**src/rtl/cipher_pkg.sv**
```systemverilog
`default_nettype none
// ============================================================================
//  Module   : cipher_pkg
//  Purpose  : Shared FSM encoding, LFSR constants and step function for the
//             keystream cipher stage.
//  Revision : 1.0 - initial release
// ============================================================================
package cipher_pkg;

   localparam int LFSR_W = 8;

   localparam logic [1:0] ST_IDLE   = 2'd0;
   localparam logic [1:0] ST_STREAM = 2'd1;
   localparam logic [1:0] ST_DRAIN  = 2'd2;

   localparam logic [LFSR_W-1:0] LFSR_RESET = 8'h01;

   localparam int TAP_A = 0;
   localparam int TAP_B = 2;
   localparam int TAP_C = 3;
   localparam int TAP_D = 4;
   localparam int TAP_E = 7;

   // Left shift with the XOR of the tap bits fed into bit 0.
   function automatic logic [LFSR_W-1:0] lfsr_step(input logic [LFSR_W-1:0] s);
      return {s[LFSR_W-2:0], s[TAP_E] ^ s[TAP_D] ^ s[TAP_C] ^ s[TAP_B] ^ s[TAP_A]};
   endfunction

endpackage
`default_nettype wire

```
**src/rtl/keystream_lfsr.sv**
```systemverilog
`default_nettype none
// ============================================================================
//  Module   : keystream_lfsr
//  Purpose  : 8-bit Fibonacci LFSR register with synchronous load and step.
//  Revision : 1.0 - initial release
// ============================================================================
module keystream_lfsr
   import cipher_pkg::*;
(
   input  logic              clk,
   input  logic              rst,
   input  logic              advance,
   input  logic              load,
   input  logic [LFSR_W-1:0] load_val,
   output logic [LFSR_W-1:0] state
);

   logic [LFSR_W-1:0] r_state;

   // Load has priority: a frame start replaces the state with the stepped seed.
   always_ff @(posedge clk or negedge rst) begin
      if (!rst) begin
         r_state <= LFSR_RESET;
      end else if (load) begin
         r_state <= load_val;
      end else if (advance) begin
         r_state <= lfsr_step(r_state);
      end
   end

   assign state = r_state;

endmodule
`default_nettype wire

```
**src/rtl/xor_keystream_stage.sv**
```systemverilog
`default_nettype none
// ============================================================================
//  Module   : xor_keystream_stage
//  Purpose  : Streaming XOR cipher stage with per-frame LFSR keystream and a
//             one-deep output register.
//  Revision : 1.0 - initial release
// ============================================================================
module xor_keystream_stage
   import cipher_pkg::*;
#(
   parameter int DATA_WIDTH = 8,
   parameter int CNT_WIDTH  = 16
)
(
   input  logic                  clk,
   input  logic                  rst,
   input  logic                  seed_load,
   input  logic [DATA_WIDTH-1:0] seed,
   input  logic                  in_valid,
   output logic                  in_ready,
   input  logic [DATA_WIDTH-1:0] in_data,
   input  logic                  in_last,
   output logic                  out_valid,
   input  logic                  out_ready,
   output logic [DATA_WIDTH-1:0] out_data,
   output logic                  out_last,
   output logic [CNT_WIDTH-1:0]  frame_cnt,
   output logic                  busy
);

   logic [1:0]            r_state;
   logic [LFSR_W-1:0]     r_seed;
   logic                  r_out_valid;
   logic [DATA_WIDTH-1:0] r_out_data;
   logic                  r_out_last;
   logic [CNT_WIDTH-1:0]  r_frame_cnt;

   logic                  w_idle;
   logic                  w_in_ready;
   logic                  w_in_xfer;
   logic                  w_out_xfer;
   logic [LFSR_W-1:0]     w_seed_in;
   logic [LFSR_W-1:0]     w_seed_eff;
   logic [LFSR_W-1:0]     w_ks;
   logic [LFSR_W-1:0]     w_lfsr;

   assign w_idle     = (r_state == ST_IDLE);
   assign w_in_ready = (r_state != ST_DRAIN) && (!r_out_valid || out_ready);
   assign w_in_xfer  = in_valid && w_in_ready;
   assign w_out_xfer = r_out_valid && out_ready;

   // A seed loaded in the same cycle as the first byte is used for that byte.
   assign w_seed_in  = LFSR_W'(seed);
   assign w_seed_eff = (w_idle && seed_load)
                       ? ((w_seed_in == '0) ? LFSR_RESET : w_seed_in)
                       : r_seed;
   assign w_ks       = w_idle ? w_seed_eff : w_lfsr;

   keystream_lfsr u_lfsr (
      .clk      (clk),
      .rst      (rst),
      .advance  (w_in_xfer && !w_idle),
      .load     (w_in_xfer && w_idle),
      .load_val (lfsr_step(w_seed_eff)),
      .state    (w_lfsr)
   );

   always_ff @(posedge clk or negedge rst) begin
      if (!rst) begin
         r_seed <= LFSR_RESET;
      end else if (w_idle && seed_load) begin
         r_seed <= w_seed_eff;
      end
   end

   always_ff @(posedge clk or negedge rst) begin
      if (!rst) begin
         r_out_valid <= 1'b0;
         r_out_data  <= '0;
         r_out_last  <= 1'b0;
      end else if (w_in_xfer) begin
         r_out_valid <= 1'b1;
         r_out_data  <= in_data ^ DATA_WIDTH'(w_ks);
         r_out_last  <= in_last;
      end else if (w_out_xfer) begin
         r_out_valid <= 1'b0;
      end
   end

   always_ff @(posedge clk or negedge rst) begin
      if (!rst) begin
         r_frame_cnt <= '0;
      end else if (w_in_xfer) begin
         if (w_idle) begin
            r_frame_cnt <= CNT_WIDTH'(1);
         end else if (r_frame_cnt != '1) begin
            r_frame_cnt <= r_frame_cnt + CNT_WIDTH'(1);
         end
      end
   end

   always_ff @(posedge clk or negedge rst) begin
      if (!rst) begin
         r_state <= ST_IDLE;
      end else begin
         case (r_state)
            ST_IDLE: begin
               if (w_in_xfer) begin
                  r_state <= in_last ? ST_DRAIN : ST_STREAM;
               end
            end
            ST_STREAM: begin
               if (w_in_xfer && in_last) begin
                  r_state <= ST_DRAIN;
               end
            end
            ST_DRAIN: begin
               if (w_out_xfer && r_out_last) begin
                  r_state <= ST_IDLE;
               end
            end
            default: r_state <= ST_IDLE;
         endcase
      end
   end

   assign in_ready  = w_in_ready;
   assign out_valid = r_out_valid;
   assign out_data  = r_out_data;
   assign out_last  = r_out_last;
   assign frame_cnt = r_frame_cnt;
   assign busy      = !w_idle;

endmodule
`default_nettype wire

```
**config.mk**
```make
export PLATFORM = sky130hd
export DESIGN_NAME = xor_keystream_stage
export DESIGN_NICKNAME = d
export VERILOG_FILES = /design/src/rtl/cipher_pkg.sv /design/src/rtl/keystream_lfsr.sv /design/src/rtl/xor_keystream_stage.sv
export SDC_FILE = /design/constraint.sdc
export NUM_CORES = 1
export LEC_CHECK = 0
export ABC_AREA = 1
export CELL_PAD_IN_SITES_DETAIL_PLACEMENT = 1
export CELL_PAD_IN_SITES_GLOBAL_PLACEMENT = 1
export CORE_ASPECT_RATIO = 1.5
export CORE_MARGIN = 10
export CORE_UTILIZATION = 38
export CTS_CLUSTER_DIAMETER = 60
export CTS_CLUSTER_SIZE = 30
export DETAILED_ROUTE_END_ITERATION = 12
export PLACE_DENSITY = 0.8
export SETUP_SLACK_MARGIN = 0.05
export SYNTH_ARGS = -nofsm -noshare
export SYNTH_HDL_FRONTEND = slang
export SYNTH_SLANG_ARGS = --single-unit
```
**constraint.sdc**
```tcl
create_clock -name clk -period 2.1 [get_ports clk]
set_input_delay 0.21 -clock clk [delete_from_list [all_inputs] [get_ports clk]]
set_output_delay 0.21 -clock clk [all_outputs]
set_load 0.03 [all_outputs]
```
=== Yosys cells after proc, flatten, opt, wreduce, memory -nomap -nowiden ===
Index checks and enable logic that the tools add are counted.

* Add/sub/neg operators: 1
* Equal/unequal tests: 7
* Multiplexer cells: 14
* Bitwise logic cells: 9
* Reduce and logical (&&, ||, !) cells: 18

{| class="wikitable"
|+ Operators with widths
! cell !! count
|-
| 2-to-1 mux 8 bit || 5
|-
| 2-to-1 mux 16 bit || 2
|-
| adder 16 x 1 -> 16 bit, second input constant || 1
|-
| != test 16 bit, second input constant || 1
|-
| logical AND 1 bit || 8
|-
| zero test 8 bit || 1
|-
| 2-to-1 mux 2 bit || 4
|-
| bitwise XOR 1 bit || 8
|-
| bitwise XOR 8 bit || 1
|-
| != test 2 bit, second input constant || 3
|-
| one-hot mux 2 bit (3 select lines) || 1
|-
| nonzero test 2 bit || 3
|-
| AND reduction 3 bit || 1
|-
| == test 2 x 1 -> 1 bit, second input constant || 1
|-
| == test 2 bit, second input constant || 1
|-
| zero test 1 bit || 2
|-
| zero test 2 bit || 1
|-
| 2-to-1 mux 1 bit || 2
|-
| != test 2 x 1 -> 1 bit, second input constant || 1
|-
| AND reduction 2 bit || 1
|-
| logical OR 1 bit || 1
|}

* Bits in registers: 44
* Bits of input ports: 22
* Word-level logic and storage cells: 56

=== Depth between registers and ports, before layout ===
Gate-level depths: netlist of run 1.

* Depth after elaboration: 8
* Gate-level depth with buffers: 12
* Mapped depth without buffers: 11

=== Hierarchy ===
Synthesis of run 1 repeated with hierarchy kept, for this count alone.

* Cell total of the unflattened synthesis: 385
* Area total of the unflattened synthesis: 2753.9 um^2

{| class="wikitable"
|+ By module, submodules not included
! module !! instances !! cells an instance !! area each (um^2) !! seq. area each (um^2)
|-
| xor_keystream_stage || 1 || 328 || 2327.2 || 902.1
|-
| keystream_lfsr || 1 || 57 || 426.7 || 201.4
|}

=== Least setup slack after synthesis of run 1 ===
No wires, ideal clock.

* Path type: reg2reg
* Start point: register r_frame_cnt[0] (netlist: frame_cnt[0])
* End point: register r_frame_cnt[1] (netlist: frame_cnt[1])
* Arrival time: 1651 ps
* Path slack: 330 ps
* Stages on the path, launching flop included: 12
* Path buffers: 1
* Period minus slack after synthesis: 1770 ps
* Cell sequence: dfrtp_1 -> ha_1 -> nand2_1 -> inv_1 -> nand2_4 -> nor2_4 -> nand3_2 -> nand2_4 -> inv_4 -> buf_8 -> nand3_1 -> o21ai_2

* Cells in the longest elaborated chain, start to end: 3

{| class="wikitable"
|+ RTL lines
! element !! line !! source
|-
| start, declared || xor_keystream_stage.sv:36 || <nowiki>logic [CNT_WIDTH-1:0] r_frame_cnt;</nowiki>
|-
| start signal, assigned || xor_keystream_stage.sv:97 || <nowiki>r_frame_cnt <= r_frame_cnt + CNT_WIDTH'(1);</nowiki>
|-
| adder 16 x 1 -> 16 bit or != test 16 bit (tied branches) || xor_keystream_stage.sv:97, xor_keystream_stage.sv:96 ||
|-
| 2-to-1 mux 16 bit or nonzero test 2 bit (tied branches) || n/a ||
|-
| 2-to-1 mux 16 bit or AND reduction 2 bit (tied branches) || n/a ||
|}

Several ways; a longest one is shown, not always the timed one. The select of a mux whose other input is x is not followed.
A chain may end at the register's enable or synchronous reset.

=== Worst setup path after layout of run 1 ===
* Start point: register r_state[1]
* End point: output busy

* Cells in the longest elaborated chain, start to end: 2

{| class="wikitable"
|+ RTL lines
! element !! line !! source
|-
| start, declared || xor_keystream_stage.sv:31 || <nowiki>logic [1:0] r_state;</nowiki>
|-
| start signal, assigned || xor_keystream_stage.sv:109 || <nowiki>r_state <= in_last ? ST_DRAIN : ST_STREAM;</nowiki>
|-
| zero test 2 bit || xor_keystream_stage.sv:47 || <nowiki>assign w_idle = (r_state == ST_IDLE);</nowiki>
|-
| zero test 1 bit || xor_keystream_stage.sv:132 || <nowiki>assign busy = !w_idle;</nowiki>
|-
| end, declared || xor_keystream_stage.sv:28 || <nowiki>output logic busy</nowiki>
|}

No other way between the ends.

==> flow_summary.ini, run 1 <==
[outcome]
outcome = complete, no violations

[yosys]
synth_xor_xnor_area_share_pct = 3.704
yosys-mux-area-fraction_pct = 0
yosysMostFrequentCell = nand2_1
synth_ff_type = dfrtp_1
synth_common_cells = nand2_1, dfrtp_1, inv_1
async_flop_share_pct = 100.0
synth-seq-cells = 44
synth_edf_count = 0
ys_seq_area_share_pct = 42.42
synth_top_area_share_pct = 40.40
yosys-top-cells-area = dfrtp_1, nand2_1, inv_1
syn-cell-area_sq_um = 2601
yosysUniqueCellTypes = 34
synth_warnings = 0
synth_top_family_by_area = simple AND/OR/NAND/NOR gates
synth-simple-area-share_pct = 31.60
syn_area_per_cell_sq_um = 7.606
yosysTopAreaCell = dfrtp_1
yosys.area_share.adder_pct = 0.4810
synth_compound_area_share_pct = 11.74
syn-num-nets = 365
syn_inst = 342

[timing]
fin_crit_sh_pct = 90.29
skew_ns = 0.01483
slew_viol_final = 0
slew_headroom_pct = 65.14
tightest_slew_ns = 0.5229
final.min_clock_period_ns = 1.896
fin_setup_tns_ns = 0
setup_viol = 0
timing.final.ws_setup_ns = 0.2039
rsz0062_at_grt = no
fmax_ghz = 0.5274
hold_viol = 0

[placed_design]
place_hpwl_mm = 5.826
io_buffers = 49
dp_slack_ns = 0.1251
gp_congestion = 0.8179
placed_cell_area_sq_um = 3143

[critical_path]
worst_setup_path_start_kind = register
r2r_slack_ns = 0.26
reg2reg_from = frame_cnt[0]
reg2reg_to = frame_cnt[15]
endpoint_kind = primary output
reg2reg_depth = 10
cp.required_ns = 1.89
path_class = register to primary output
worstPathMaxFanout = 12
startpoint = r_state[1]
arrival_ns = 1.69

[pwr]
ir_worst_vdd_v = 0.0003257
p_leak_nw = 1.506
fin_total_pwr_mw = 1.503
p_per_area_nw_per_um2 = 457.1

[detailed_routing]
highest_layer = met4
met3_wirelength_microns = 306
wl_mm = 7.473
num_vias = 2442
wl_met1_mm = 2.752
drc = 0
dr_wl_met2_mm = 4.304
avgRoutedWirePerCell_microns = 15.77
via_per_inst = 5.152
postRouteAntennaNets = 0
first_pass_iters = 4
first_iter_violations = 77

[cts]
cts.sinks = 44
htree_levels = 2
clk_pin_slew_ns = 0.09
clk_latency_ns = 0.31
cts_tree = done
cts-resized-gates = 0
root_buffer = clkbuf_8
clockBufferDepth = 2
cts_buffers = 5

[grt]
grt_antenna_before_repair = 0
grt_pass1_vias = 2691
grt.total_usage_pct = 14.72
grt.overflow.total = 0
grt_pass1_wl_mm = 12.83
grt_max_degree = 27

[die]
dieArea_sq_um = 10620
io_pins = 50
start_util_pct = 39.55
coreArea_sq_um = 6576
rows = 36
dieWidth_microns = 87.56
die_h_microns = 121.3

[final_layout]
multiInputGateArea_sq_um = 1236
nets = 420
drive_gt1_share_pct = 11.81
area_delta_synth_final_pct = 26.45
fillerInstances = 853
fin_area_sq_um = 3289
diodes = 0
ff_latch_area_sq_um = 1104

[job]
cap_violations = 0

[hold_path]
hp-class = primary input to asynchronous set/reset pin
flip-flops by register name, summed over array words and instances, names as in the netlist:
register      flops
frame_cnt        16
out_data          8
r_seed            8
u_lfsr.state      8
r_state           2
out_last          1
out_valid         1
layer usage:
| layer | vias to the layer above | global-route usage, % |
|---|---|---|
| li1 | 1192 | - |
| met4 | 0 | 4.100 |
| met2 | 33 | 27.78 |
| met1 | 1207 | 15.21 |
| met5 | - | 0 |
| met3 | 10 | 3.763 |
cell usage in the layout (no fill, tap or decap), drive strengths merged:
cell type,count
a21oi,5
a31o,1
buf,10
clkbuf,7
clkdlybuf4s50,48
clkinv,1
clkinvlp,1
dfrtp,42
dfstp,2
dlygate4sd3,1
ha,1
inv,44
nand2,114
nand3,21
nand3b,5
nand4,8
nor2,23
nor3,10
o21ai,39
o21bai,1
o31ai,3
xnor2,5
xor2,6
critical path: stages (launching register included):
cell	delay (ns)
dfrtp_1	0.45
nor2_4	0.07
buf_12	0.15
inv_2	0.05
clkdlybuf4s50_1	0.66
through the flow:
| stage | cells | hold slack (ns) | utilization (%) |
|---|---|---|---|
| after CTS | 470 | 0.4287 | 49.37 |
| after floorplan | 342 | -0.08559 | - |
| after global placement | 461 | 0.2157 | 47.79 |
| final | 474 | 0.4139 | 50.02 |
| after global routing | 474 | 0.4502 | 50.02 |
| after detailed placement | 461 | 0.2260 | 47.79 |
cell type report:
type / instances / share of cell area, %
clock buffer: 7 / 2.625
clock inverter: 1 / 0.2282
inverter: 45 / 5.249
multi-input combinational: 242 / 37.58
sequential: 44 / 33.55
tap: 76 / 2.891
timing repair buffer: 59 / 17.88
repair_timing:
action | 4_1_cts | 5_1_grt
hold buffers | 1 | 0
setup endpoints to repair | 0 | 7
hold endpoints to repair | 19 | 0
setup buffers | 0 | 4
cell families after synthesis:
group / after synthesis
simple gates: 181
buf+inv: 56
compound gates: 49
flops: 44
xor+xnor: 11
fa+ha+maj: 1
worst max-delay path by stage:
stage / end / depth (start not counted)
5_1_grt: frame_cnt[15] / 10
3_5_place_dp: out_data[5] / 8
4_1_cts: busy / 3
2_1_floorplan: frame_cnt[1] / 11
3_3_place_gp: out_data[5] / 8
6_report: busy / 4
power breakdown:
group / switching, mW / internal, mW / total, mW
clock network: 0.308 / 0.268 / 0.576
logic: 0.0366 / 0.0438 / 0.0804
registers: 0 / 0.847 / 0.847
Power figures use the tool's default switching activity.
==> run 2: changes to the inputs <==
--- a/config.mk
+++ b/config.mk
@@ -6,6 +6,7 @@
 export NUM_CORES = 1
 export LEC_CHECK = 0
 export ABC_AREA = 1
+export CAP_MARGIN = 20
 export CELL_PAD_IN_SITES_DETAIL_PLACEMENT = 1
 export CELL_PAD_IN_SITES_GLOBAL_PLACEMENT = 1
 export CORE_ASPECT_RATIO = 1.5
==> results of run 2 <==
Same layout as run 1: the final DEF is identical, and so are final timing and power.
